File: config.mk
export PLATFORM = sky130hd
export DESIGN_NAME = alu_request_arbiter
export DESIGN_NICKNAME = d
export VERILOG_FILES = /design/src/rtl/alu_request_arbiter.sv
export SDC_FILE = /design/constraint.sdc
export NUM_CORES = 1
export LEC_CHECK = 0
export CAP_MARGIN = 20
export CELL_PAD_IN_SITES_DETAIL_PLACEMENT = 2
export CELL_PAD_IN_SITES_GLOBAL_PLACEMENT = 2
export CORE_MARGIN = 1
export CORE_UTILIZATION = 27
export CTS_BUF_LIST = sky130_fd_sc_hd__clkbuf_4 sky130_fd_sc_hd__clkbuf_8 sky130_fd_sc_hd__clkbuf_16
export DETAILED_ROUTE_END_ITERATION = 12
export PLACE_DENSITY = 0.84
export SYNTH_ARGS = -nofsm -noshare
export SYNTH_HDL_FRONTEND = slang
export SYNTH_SLANG_ARGS = --single-unit
File: constraint.sdc
create_clock -name clk -period 5.3 [get_ports clk]
set_input_delay 1.06 -clock clk [delete_from_list [all_inputs] [get_ports clk]]
set_output_delay 1.06 -clock clk [all_outputs]
set_load 0.02 [all_outputs]
File: src/rtl/alu_request_arbiter.sv
// alu_request_arbiter: round-robin front end for the shared atomic ALU
// controller. It grants one requester at a time and latches that requester's
// command. It then pulses run and waits for done or the watchdog. Last, it
// returns a one-cycle ack with a timeout flag. Every output is registered.
module alu_request_arbiter #(
   parameter int N_REQ   = 4,
   parameter int CMD_W   = 12,
   parameter int TIMEOUT = 15
) (
   input  logic                       clk,
   input  logic                       rst_n,
   input  logic [N_REQ-1:0]           req,
   input  logic [N_REQ*CMD_W-1:0]     cmd_in,
   output logic [N_REQ-1:0]           ack,
   output logic                       timeout,
   output logic                       run,
   output logic [CMD_W-1:0]           cmd_out,
   input  logic                       done,
   output logic                       busy,
   output logic [$clog2(N_REQ)-1:0]   grant_id
);

   localparam int ID_W  = $clog2(N_REQ);
   localparam int CNT_W = 8;

   typedef enum logic [1:0] {
      IDLE  = 2'd0,
      ISSUE = 2'd1,
      WAIT  = 2'd2,
      RESP  = 2'd3
   } state_t;

   state_t            state_reg, state_next;
   logic              run_reg, run_next;
   logic [N_REQ-1:0]  ack_reg, ack_next;
   logic              timeout_reg, timeout_next;
   logic              busy_reg, busy_next;
   logic [CMD_W-1:0]  cmd_out_reg, cmd_out_next;
   logic [ID_W-1:0]   grant_id_reg, grant_id_next;
   logic [ID_W-1:0]   last_reg, last_next;
   logic [CNT_W-1:0]  cnt_reg, cnt_next;

   // Per-requester command slices, so the winner can be selected by index.
   logic [CMD_W-1:0]  cmd_slice [N_REQ];
   // Requester index examined at each search offset, and whether it is asking.
   logic [ID_W-1:0]   cand_idx [N_REQ];
   logic [N_REQ-1:0]  cand_hit;
   logic [ID_W-1:0]   win_id;
   logic              any_req;
   logic              wait_expire;

   genvar gi;
   generate
      for (gi = 0; gi < N_REQ; gi++) begin : g_slice
         assign cmd_slice[gi] = cmd_in[gi*CMD_W +: CMD_W];
         // Offset 0 is the requester right after the last winner.
         assign cand_idx[gi]  = ID_W'((32'(last_reg) + 32'(gi) + 32'd1) % 32'(N_REQ));
         assign cand_hit[gi]  = req[cand_idx[gi]];
      end
   endgenerate

   assign any_req = |req;

   // The first asking requester at the smallest offset wins. The loop walks the
   // offsets downwards, so the lowest offset is assigned last and takes effect.
   always_comb begin
      win_id = '0;
      for (int i = N_REQ - 1; i >= 0; i--) begin
         if (cand_hit[i]) begin
            win_id = cand_idx[i];
         end
      end
   end

   // The watchdog fires on the WAIT edge that takes the counter to TIMEOUT.
   // The sum is one bit wider, so a counter value of 255 cannot wrap.
   assign wait_expire = ({1'b0, cnt_reg} + 9'd1) >= 9'(TIMEOUT);

   // State, registered outputs, the round-robin pointer and the watchdog counter.
   always_ff @(posedge clk or negedge rst_n) begin
      if (!rst_n) begin
         state_reg    <= IDLE;
         run_reg      <= 1'b0;
         ack_reg      <= '0;
         timeout_reg  <= 1'b0;
         busy_reg     <= 1'b0;
         cmd_out_reg  <= '0;
         grant_id_reg <= '0;
         last_reg     <= ID_W'(N_REQ - 1);
         cnt_reg      <= '0;
      end else begin
         state_reg    <= state_next;
         run_reg      <= run_next;
         ack_reg      <= ack_next;
         timeout_reg  <= timeout_next;
         busy_reg     <= busy_next;
         cmd_out_reg  <= cmd_out_next;
         grant_id_reg <= grant_id_next;
         last_reg     <= last_next;
         cnt_reg      <= cnt_next;
      end
   end

   // Next-state logic. Output values are computed one cycle early, so that each
   // output shows up in the same cycle as the state it belongs to.
   always_comb begin
      state_next    = state_reg;
      run_next      = 1'b0;
      ack_next      = '0;
      timeout_next  = 1'b0;
      cmd_out_next  = cmd_out_reg;
      grant_id_next = grant_id_reg;
      last_next     = last_reg;
      cnt_next      = cnt_reg;

      case (state_reg)
         IDLE: begin
            // done is ignored here. Only a request can start a transaction.
            if (any_req) begin
               grant_id_next = win_id;
               cmd_out_next  = cmd_slice[win_id];
               run_next      = 1'b1;
               state_next    = ISSUE;
            end
         end
         ISSUE: begin
            cnt_next   = '0;
            state_next = WAIT;
         end
         WAIT: begin
            cnt_next = (cnt_reg == {CNT_W{1'b1}}) ? cnt_reg : cnt_reg + 8'd1;
            // If done and the watchdog expire on the same edge, done wins.
            if (done) begin
               ack_next[grant_id_reg] = 1'b1;
               state_next             = RESP;
            end else if (wait_expire) begin
               ack_next[grant_id_reg] = 1'b1;
               timeout_next           = 1'b1;
               state_next             = RESP;
            end
         end
         RESP: begin
            // The pointer moves only after completion. A requester that asks
            // again right away therefore goes behind the others that are waiting.
            last_next  = grant_id_reg;
            state_next = IDLE;
         end
         default: begin
            state_next = IDLE;
         end
      endcase
   end

   assign busy_next = (state_next != IDLE);

   assign run      = run_reg;
   assign ack      = ack_reg;
   assign timeout  = timeout_reg;
   assign busy     = busy_reg;
   assign cmd_out  = cmd_out_reg;
   assign grant_id = grant_id_reg;

endmodule

==> reports/qor.csv, run 1 <==
stage,metric,value,unit
run_status,status,finished with violations,
run_status,failing checks,design-rule violations,
setup_path,critical path class,input pin to flop,
global_route,first-pass GRT wire length,10200,µm
layout,most frequent cells in the layout,"75 x clkdlybuf4s50_1, 31 x dfrtp_1, 27 x nand2_1",
run,MaxCap Viol Count,0,
timing,RSZ-0062 raised after global routing,false,
layout,max reg flops,12,
floorplanning,Row Count,29,
synth,Synthesis Warnings,0,
cts,CTS Root Cell,clkbuf_8,
synth,Syn Area/Cell,10.4,µm²
setup_path,crit path launch type,input pin,
cts,CTS tree,yes,
timing,actual slew at the worst max-slew pin,0.590,ns
global_route,antenna violations before repair,0,
synth,Netlist cell types,38,
synth,number of synthesized flops with an enable pin,0,
floorplanning,IO Pins,76,
floorplanning,core area,0.00646,mm²
synth,main flop type after synthesis,dfrtp_1,
floorplanning,die extent in x,84.6,µm
layout,Layout area overhead,49.2,%
synth,mapped cell area,0.00184,mm²
pwr,VDD IR max,195,µV
floorplanning,initial core utilization,28.5,%
cts,Clock Latency Late Sink,0.29,ns
drt,Final ANT Viol Nets,0,
cts,Clock transition at path regs,0.07,ns
cts,CTS sink count,33,
worst_hold_path,min-delay worst type,flop to flop,
placed_design,Final HPWL DP,4510,µm
cts,CTS Hold Buffers Added,0,
placed_design,Setup WS pre-CTS,2.02,ns
timing,fin. max-slew vios,0,
global_route,vias in the first global route,1919,
timing,"Hold Vio Cnt, Final",0,
pwr,P_leak,0.00122,µW
drt,Routed wire per std cell,19.5,µm
cts,post_cts resized,0,
synth,syn_nets,235,
drt,Vias per Instance,5.06,
timing,Slew headroom,60.7,%
cts,CTS Buffer Depth,2,
cts,number of CTS-inserted buffers,5,
global_route,Overflow after GRT,0,
placed_design,Placer Congestion,0.721,
setup_path,crit path DAT,3.10,ns
setup_path,required time of the worst setup path,5.42,ns
timing,Setup Viol. Count Final,0,
drt,drc violations,3,
synth,post-synthesis sequential area ratio,44.9,%
timing,final period utilization,56.1,%
setup_path,CP Capture Type,flop,
synth,number of synthesized register bits,33,
placed_design,placed inst area,0.00263,mm²
floorplanning,die footprint,0.00716,mm²
drt,Initial DRT Pass Iterations,10,
layout,final instance area,0.00275,mm²
global_route,largest net degree at the start of global routing,34,
layout,ANT cells,0,
synth,fraction of registers with async set/reset,100,%
cts,CTS H-tree lvls,2,
timing,clock skew,0.00447,ns
drt,via count,1681,
setup_path,"critical path fanouts, max",17,
drt,DR iter-0 viols,68,
drt,"wirelength, routed",6480,µm
layout,Final Net Count,311,
global_route,gr usage total,18.5,%
timing,min cycle time layout,2.98,ns
synth,Post-Syn Instances,178,
timing,fmax,336,MHz
timing,setup TNS,0,ns
floorplanning,Die Height,84.6,µm
cts,total setup buffers inserted after CTS,0,
timing,final setup margin,2.32,ns
placed_design,PortBufs,75,
layout,"most common cell after layout, fill and taps aside",clkdlybuf4s50_1,
pwr,PD cells,500,mW/mm²
layout,layout cells sized above 1,7.45,%
## path summary, 6_finish.rpt
check	depth (start not counted)	from	endpoint	slack (ns)
max in group asynchronous	2	rst_n	last_reg[0]	3.77
worst min register to register	2	cmd_out[7]	cmd_out[7]	0.50
min in group asynchronous	2	rst_n	cnt_reg[1]	1.17
worst max-delay path	6	req[1]	cmd_out[4]	2.32
worst min-delay path	2	cmd_out[7]	cmd_out[7]	0.50
worst max register to register	4	state_reg[0]	cmd_out[4]	3.29
## metrics by stage
| step | hold WS (ns) | std cells | power [µW] | utilization (%) |
|---|---|---|---|---|
| after floorplan | 0.512 | 178 | 854 | - |
| final | 0.503 | 332 | 1370 | 42.6 |
| after global routing | 0.524 | 332 | 1450 | 42.6 |
| after detailed placement | 0.487 | 324 | 1110 | 40.7 |
| after global placement | 0.470 | 324 | 1070 | 40.7 |
| after CTS | 0.508 | 332 | 1390 | 42.6 |
## cell families (layout without fill, tap and decap cells)
group	after synthesis	count (layout)	synth area share [%]
muxes	27	27	14.8
DFF	33	33	44.9
xor gates and xnor gates	4	4	2.31
AOI/OAI and AO/OA	37	37	16.0
and+or+nand+nor	60	60	15.1
buffers and inverters	15	92	5.57
adders and majority gates	2	2	1.36
## cell usage after synthesis (3+ instances only)
| library cell | count | area share (%) |
|---|---|---|
| buf_2 | 4 | 1.1 |
| o21ai_0 | 7 | 1.9 |
| nand2_1 | 27 | 5.5 |
| nand3_1 | 8 | 2.2 |
| a21oi_1 | 3 | 0.81 |
| xor2_1 | 3 | 1.4 |
| o221ai_1 | 12 | 5.7 |
| nor2_1 | 10 | 2.0 |
| nand2b_1 | 4 | 1.4 |
| mux2i_1 | 25 | 14 |
| dfrtp_1 | 31 | 42 |
| inv_1 | 6 | 1.2 |
| and2_1 | 3 | 1.0 |
## critical path: stages
cell	delay (ns)
clkdlybuf4s50_1	0.47
nor2_1	0.18
a211o_1	0.53
clkinv_2	0.19
nand2b_1	0.44
o221ai_1	0.23
## cell type report
type,count,area (µm²)
Tap cell,77,96.3
Clock inverter,1,30.0
Clock buffer,7,90.1
Timing Repair Buffer,77,766
Inverter,7,27.5
Fill cell,719,3710
Sequential cell,33,828
Multi-Input combinational cell,130,912
## layer usage
metal / global-route usage [%] / part of all wire [%] / routed length [µm] / vias up
li1: - / - / - / 797
met1: 21.3 / 42 / 2750 / 848
met2: 35.7 / 54 / 3520 / 34
met3: 3.34 / 2.8 / 182 / 2
met4: 3.70 / 0.62 / 40 / 0
met5: 0 / 0 / 0 / -
## where the power goes
group	switching (µW)	internal (µW)	leakage (µW)	total (µW)
logic	370	299	0.000737	669
clock network	101	159	0.0000619	260
registers	94.5	350	0.000420	445
Power figures use the tool's default switching activity.
==> run 2, diff against run 1 <==
CORE_UTILIZATION = 23   (was 27)
PLACE_DENSITY = 0.77   (was 0.84)
clock period = 2.7 ns   (was 5.3 ns; I/O delays follow)
==> run 2 against run 1 <==
  * The flow now finishes without violations
  * Global-route usage is 4.4 points lower
  * Die area is 17% higher
  * Largest cell class unchanged
  * Sequential power is 93% higher
  * First-iteration DRC count shrank 40%
  * Combinational power increased by 97%
  * Non-clock buffer count grew 1
  * Worst setup slack got worse by 1.6 ns
  * Critical path depth is 1 higher
  * Largest power group unchanged
  * Register-to-register slack got worse by 2.6 ns
==> reports/qor.csv, run 2 (synthesis results as in run 1) <==
stage,metric,value,unit
run_status,status,"complete, no violations",
layout,max reg flops,12,
timing,hold_ws,0.486,ns
placed_design,Final HPWL DP,4380,µm
cts,CTS sink count,33,
setup_path,CP cell instances,"clkdlybuf4s50_1, inv_1, o22ai_1, a221o_1, buf_12, mux2i_1, o221ai_1",
timing,"Hold Vio Cnt, Final",0,
timing,Setup Viol. Count Final,0,
layout,Layout area overhead,51.0,%
drt,Vias per Instance,4.65,
setup_path,R2R Setup Slk,0.68,ns
global_route,Overflow after GRT,0,
setup_path,crit path launch type,input pin,
global_route,first-pass GRT wire length,9240,µm
worst_hold_path,Hold Crit Depth,2,
setup_path,required time of the worst setup path,2.83,ns
drt,Initial DRT Pass Iterations,4,
global_route,largest net degree at the start of global routing,34,
setup_path,crit path DAT,2.14,ns
setup_path,CP Capture Type,flop,
floorplanning,core area,0.00773,mm²
floorplanning,IO Pins,76,
worst_hold_path,min-delay worst type,flop to flop,
setup_path,CP peak stage delay,0.53,ns
cts,CTS Root Cell,clkbuf_8,
floorplanning,Die Height,91.5,µm
cts,CTS Buffer Depth,2,
run,MaxCap Viol Count,0,
drt,"wirelength, routed",5700,µm
setup_path,critical path class,input pin to flop,
timing,clock skew,0.00508,ns
drt,via count,1663,
placed_design,Placer Congestion,0.732,
cts,CTS Hold Buffers Added,0,
timing,min cycle time layout,2.02,ns
layout,Final Net Count,312,
setup_path,Worst Reg-to-Reg Cells,6,
cts,CTS tree,yes,
timing,final period utilization,74.7,%
timing,fin. max-slew vios,0,
cts,Clock transition at path regs,0.07,ns
layout,FILL cells,831,
global_route,gr usage total,14.1,%
floorplanning,die footprint,0.00838,mm²
pwr,PD cells,928,mW/mm²
layout,area of the multi-input gates,912,µm²
worst_hold_path,Hold Path Origin,cmd_out[8],
layout,ANT cells,0,
setup_path,CP startpoint,req[1],
drt,Routed wire per std cell,15.9,µm
floorplanning,Row Count,32,
pwr,P_leak,0.00122,µW
timing,actual slew at the worst max-slew pin,0.520,ns
cts,post_cts resized,0,
global_route,vias in the first global route,1801,
layout,"most common cell after layout, fill and taps aside",clkdlybuf4s50_1,
drt,DR iter-0 viols,41,
floorplanning,initial core utilization,23.9,%
setup_path,reg2reg end,ack[0],
drt,drc violations,0,
timing,RSZ-0062 raised after global routing,false,
setup_path,"critical path fanouts, max",25,
layout,layout cells sized above 1,7.81,%
cts,CTS H-tree lvls,2,
cts,number of CTS-inserted buffers,5,
timing,Slew headroom,65.4,%
floorplanning,die extent in x,91.5,µm
layout,most frequent cells in the layout,"75 x clkdlybuf4s50_1, 31 x dfrtp_1, 27 x nand2_1",
cts,total setup buffers inserted after CTS,0,
setup_path,Worst R2R Start,cnt_reg[0],
timing,fmax,496,MHz
layout,Reg area,828,µm²
drt,Final ANT Viol Nets,0,
cts,Clock Latency Late Sink,0.28,ns
global_route,antenna violations before repair,0,
setup_path,slowest cell on the critical path,clkdlybuf4s50_1,
placed_design,PortBufs,75,
timing,setup TNS,0,ns
pwr,VDD IR max,311,µV
worst_hold_path,worst-case hold path end point,cmd_out[8],
-- run 2: cell types whose count changed in the layout (fill, tap and decap cells not counted), sizes merged --
cell    delta
buf        +1
bufinv     -1
clkinv     +1
-- run 2: stage by stage --
| stage | area (µm²) | cells | power [µW] | utilization [%] | setup slack [ns] |
|---|---|---|---|---|---|
| 3_3_place_gp | 2680 | 350 | 2160 | 34.7 | 0.413 |
| 2_1_floorplan | 1840 | 178 | 1680 | - | 0.964 |
| 4_1_cts | 2780 | 358 | 2640 | 36.0 | 0.650 |
| 3_5_place_dp | 2680 | 350 | 2220 | 34.7 | 0.346 |
| 5_1_grt | 2780 | 358 | 2770 | 36.0 | 0.538 |
| 6_report | 2780 | 358 | 2580 | 36.0 | 0.684 |
-- run 2: routing by layer --
layer / vias up / share of wire, % / GRT usage [%]
met5: - / 0 / 0
met4: 0 / 1.1 / 3.97
met3: 5 / 4.2 / 2.76
met2: 40 / 51 / 24.2
li1: 798 / - / -
met1: 820 / 44 / 17.8
-- run 2: cell type report --
cell class                      count  share of cell area, %
Timing Repair Buffer               78                   28.2
Multi-Input combinational cell    130                   32.8
Clock buffer                        7                   3.46
Tap cell                          102                   4.59
Clock inverter                      1                  0.180
Inverter                            7                  0.989
Sequential cell                    33                   29.8
-- run 2: worst max path at each step --
| stage | to | cells after the start |
|---|---|---|
| 5_1_grt | ack[0] | 6 |
| 4_1_cts | cmd_out[10] | 7 |
| 6_report | cmd_out[1] | 7 |
| 2_1_floorplan | ack[1] | 6 |
| 3_5_place_dp | cmd_out[10] | 7 |
| 3_3_place_gp | cmd_out[0] | 7 |
-- run 2: where the power goes --
group          internal, µW  leakage (µW)  total, µW  switching [µW]
clock network           230     0.0000542        405             174
logic                   614      0.000746       1320             704
registers               688      0.000420        861             173
total                  1530       0.00122       2580            1050
-- run 2: critical path: cells and delay by family --
| kind | cells | cell delay (ns) |
|---|---|---|
| compound gates | 3 | 0.53 |
| buf+inv | 3 | 0.80 |
| mux | 1 | 0.26 |
==> run 3, diff against run 2 <==
clock period = 1.7 ns   (was 2.7 ns; I/O delays follow)
==> run 3 against run 2 <==
  * The run now ends with negative setup slack left
  * Die area stayed put
  * Critical path type unchanged
  * Sequential share of layout area is 5.6 points lower
  * Highest routed layer unchanged
  * Global-route usage is 5.2 points higher
  * Via count is 16% higher
  * Worst setup slack worse by 0.94 ns
  * Largest power group unchanged
  * Power is 110% higher
==> reports/qor.csv, run 3 (synthesis results as in run 1) <==
stage,metric,value,unit
run_status,status,finished with violations,
run_status,failing checks,negative setup slack,
drt,DR iter-0 viols,68,
placed_design,Final HPWL DP,4810,µm
drt,Final ANT Viol Nets,0,
placed_design,placed inst area,0.00287,mm²
layout,ANT cells,0,
timing,RSZ-0062 raised after global routing,true,
floorplanning,die footprint,0.00838,mm²
setup_path,crit path DAT,2.11,ns
layout,max reg flops,12,
timing,fmax,510,MHz
setup_path,Top delay family on crit path,buffers and inverters,
timing,"Hold Vio Cnt, Final",0,
timing,final period utilization,115,%
pwr,PD cells,1580,mW/mm²
layout,Reg area,831,µm²
floorplanning,core area,0.00773,mm²
floorplanning,die extent in x,91.5,µm
pwr,Final Total Pwr,5430,µW
setup_path,"critical path fanouts, max",6,
placed_design,Setup WS pre-CTS,-0.386,ns
global_route,gr usage total,19.3,%
cts,CTS sink count,33,
cts,CTS H-tree lvls,2,
pwr,Sequential Power Share,25.0,%
layout,final instance area,0.00344,mm²
layout,layout cells sized above 1,33.2,%
setup_path,critical path class,input pin to flop,
timing,setup TNS,-2.78,ns
drt,via count,1922,
layout,Final Net Count,351,
cts,CTS Buffer Depth,2,
setup_path,CP Capture Type,flop,
timing,final setup margin,-0.260,ns
drt,"wirelength, routed",8860,µm
setup_path,slowest cell on the critical path,a221o_2,
pwr,VDD IR max,474,µV
layout,Layout area overhead,86.9,%
pwr,P_leak,0.00150,µW
layout,Layout Utilization,44.6,%
pwr,sw power,2280,µW
timing,actual slew at the worst max-slew pin,0.351,ns
floorplanning,IO Pins,76,
timing,Slew headroom,76.5,%
timing,clock skew,0.0137,ns
drt,Vias per Instance,4.84,
floorplanning,initial core utilization,23.9,%
timing,Setup Viol. Count Final,17,
layout,area of the multi-input gates,0.00115,mm²
global_route,first-pass GRT wire length,12100,µm
floorplanning,Row Count,32,
global_route,largest net degree at the start of global routing,34,
cts,CTS Root Cell,clkbuf_8,
pwr,combinational cell fraction of total power,63.5,%
layout,most frequent cells in the layout,"71 x clkdlybuf4s50_1, 29 x dfrtp_1, 24 x nand2_1, 24 x buf_4, 15 x mux2i_1",
timing,min cycle time layout,1.96,ns
timing,fin. max-slew vios,0,
layout,"most common cell after layout, fill and taps aside",clkdlybuf4s50_1,
cts,number of CTS-inserted buffers,5,
drt,Routed wire per std cell,22.3,µm
pwr,Int Pwr,3150,µW
global_route,antenna violations before repair,0,
run,MaxCap Viol Count,0,
pwr,switching share of total power,41.9,%
setup_path,CP cell instances,"clkdlybuf4s50_1, inv_1, o22ai_2, a221o_2, buf_6, buf_16, mux2i_1, o221ai_1",
drt,drc violations,0,
setup_path,crit path launch type,input pin,
global_route,vias in the first global route,2210,
cts,Clock transition at path regs,0.09,ns
placed_design,PortBufs,75,
setup_path,CP peak stage delay,0.46,ns
global_route,Overflow after GRT,0,
cts,CTS Hold Buffers Added,0,
pwr,clock share of power,11.5,%
cts,Clock Latency Late Sink,0.30,ns
layout,FILL cells,787,
drt,Initial DRT Pass Iterations,4,
setup_path,required time of the worst setup path,1.85,ns
worst_hold_path,min-delay worst type,input pin to async pin,
cts,CTS tree,yes,
floorplanning,Die Height,91.5,µm
placed_design,Placer Congestion,0.733,
setup_path,Buf/Inv on CP,4,
==> run 3: worst reg2reg max path: stages, from the launching register on <==
cell,delay [ns]
dfstp_2,0.57
o22ai_2,0.07
a221o_2,0.46
buf_6,0.15
buf_16,0.14
mux2i_1,0.22
o221ai_1,0.19
==> run 3: timing repair <==
item / CTS / global route
buffers inserted: 12 / 4
pin swaps: 16 / 19
gates cloned: 3 / 1
resized for setup: 30 / 44
setup endpoints to repair: 22 / 26
==> run 3: path summary, 6_finish.rpt <==
kind | startpoint | end | slack [ns] | cells after the start
worst max-delay path | req[1] | cmd_out[3] | -0.26 | 8
worst min-delay path | rst_n | ack[1] | 0.43 | 2
worst max register to register | last_reg[0] | cmd_out[3] | -0.24 | 6
worst min register to register | cmd_out[5] | cmd_out[5] | 0.51 | 2
max in group asynchronous | rst_n | last_reg[1] | 1.01 | 2
min in group clk | cmd_out[5] | cmd_out[5] | 0.51 | 2
==> run 3: per-layer routing <==
metal	global-route usage [%]	vias to the layer above	share of wire [%]
met5	0	-	0
met4	8.60	0	2.2
met3	3.94	14	3.7
met2	34.1	55	52
met1	22.2	970	42
li1	-	883	-
==> run 3: layout make-up <==
class / count / share of cell area (%)
clock inverter: 2 / 0.291
timing repair buffer: 117 / 35.5
multi-input combinational: 130 / 33.4
clock buffer: 6 / 2.22
sequential: 33 / 24.1
inverter: 7 / 0.799
tap: 102 / 3.71
==> run 3: through the flow <==
stage,instances,hold WS [ns]
after floorplan,178,0.0444
after global placement,372,0.471
after detailed placement,372,0.481
after CTS,395,0.445
after global routing,397,0.433
final,397,0.428
==> run 3: power groups by stage <==
| stage | Sequential, µW | Combinational, µW | Clock [µW] |
|---|---|---|---|
| after global routing | 1390 | 3670 | 673 |
| after global placement | 1310 | 2370 | 0 |
| after floorplan | 1550 | 1110 | 0 |
| after CTS | 1310 | 2960 | 621 |
| after detailed placement | 1330 | 2460 | 0 |
| final | 1360 | 3450 | 623 |
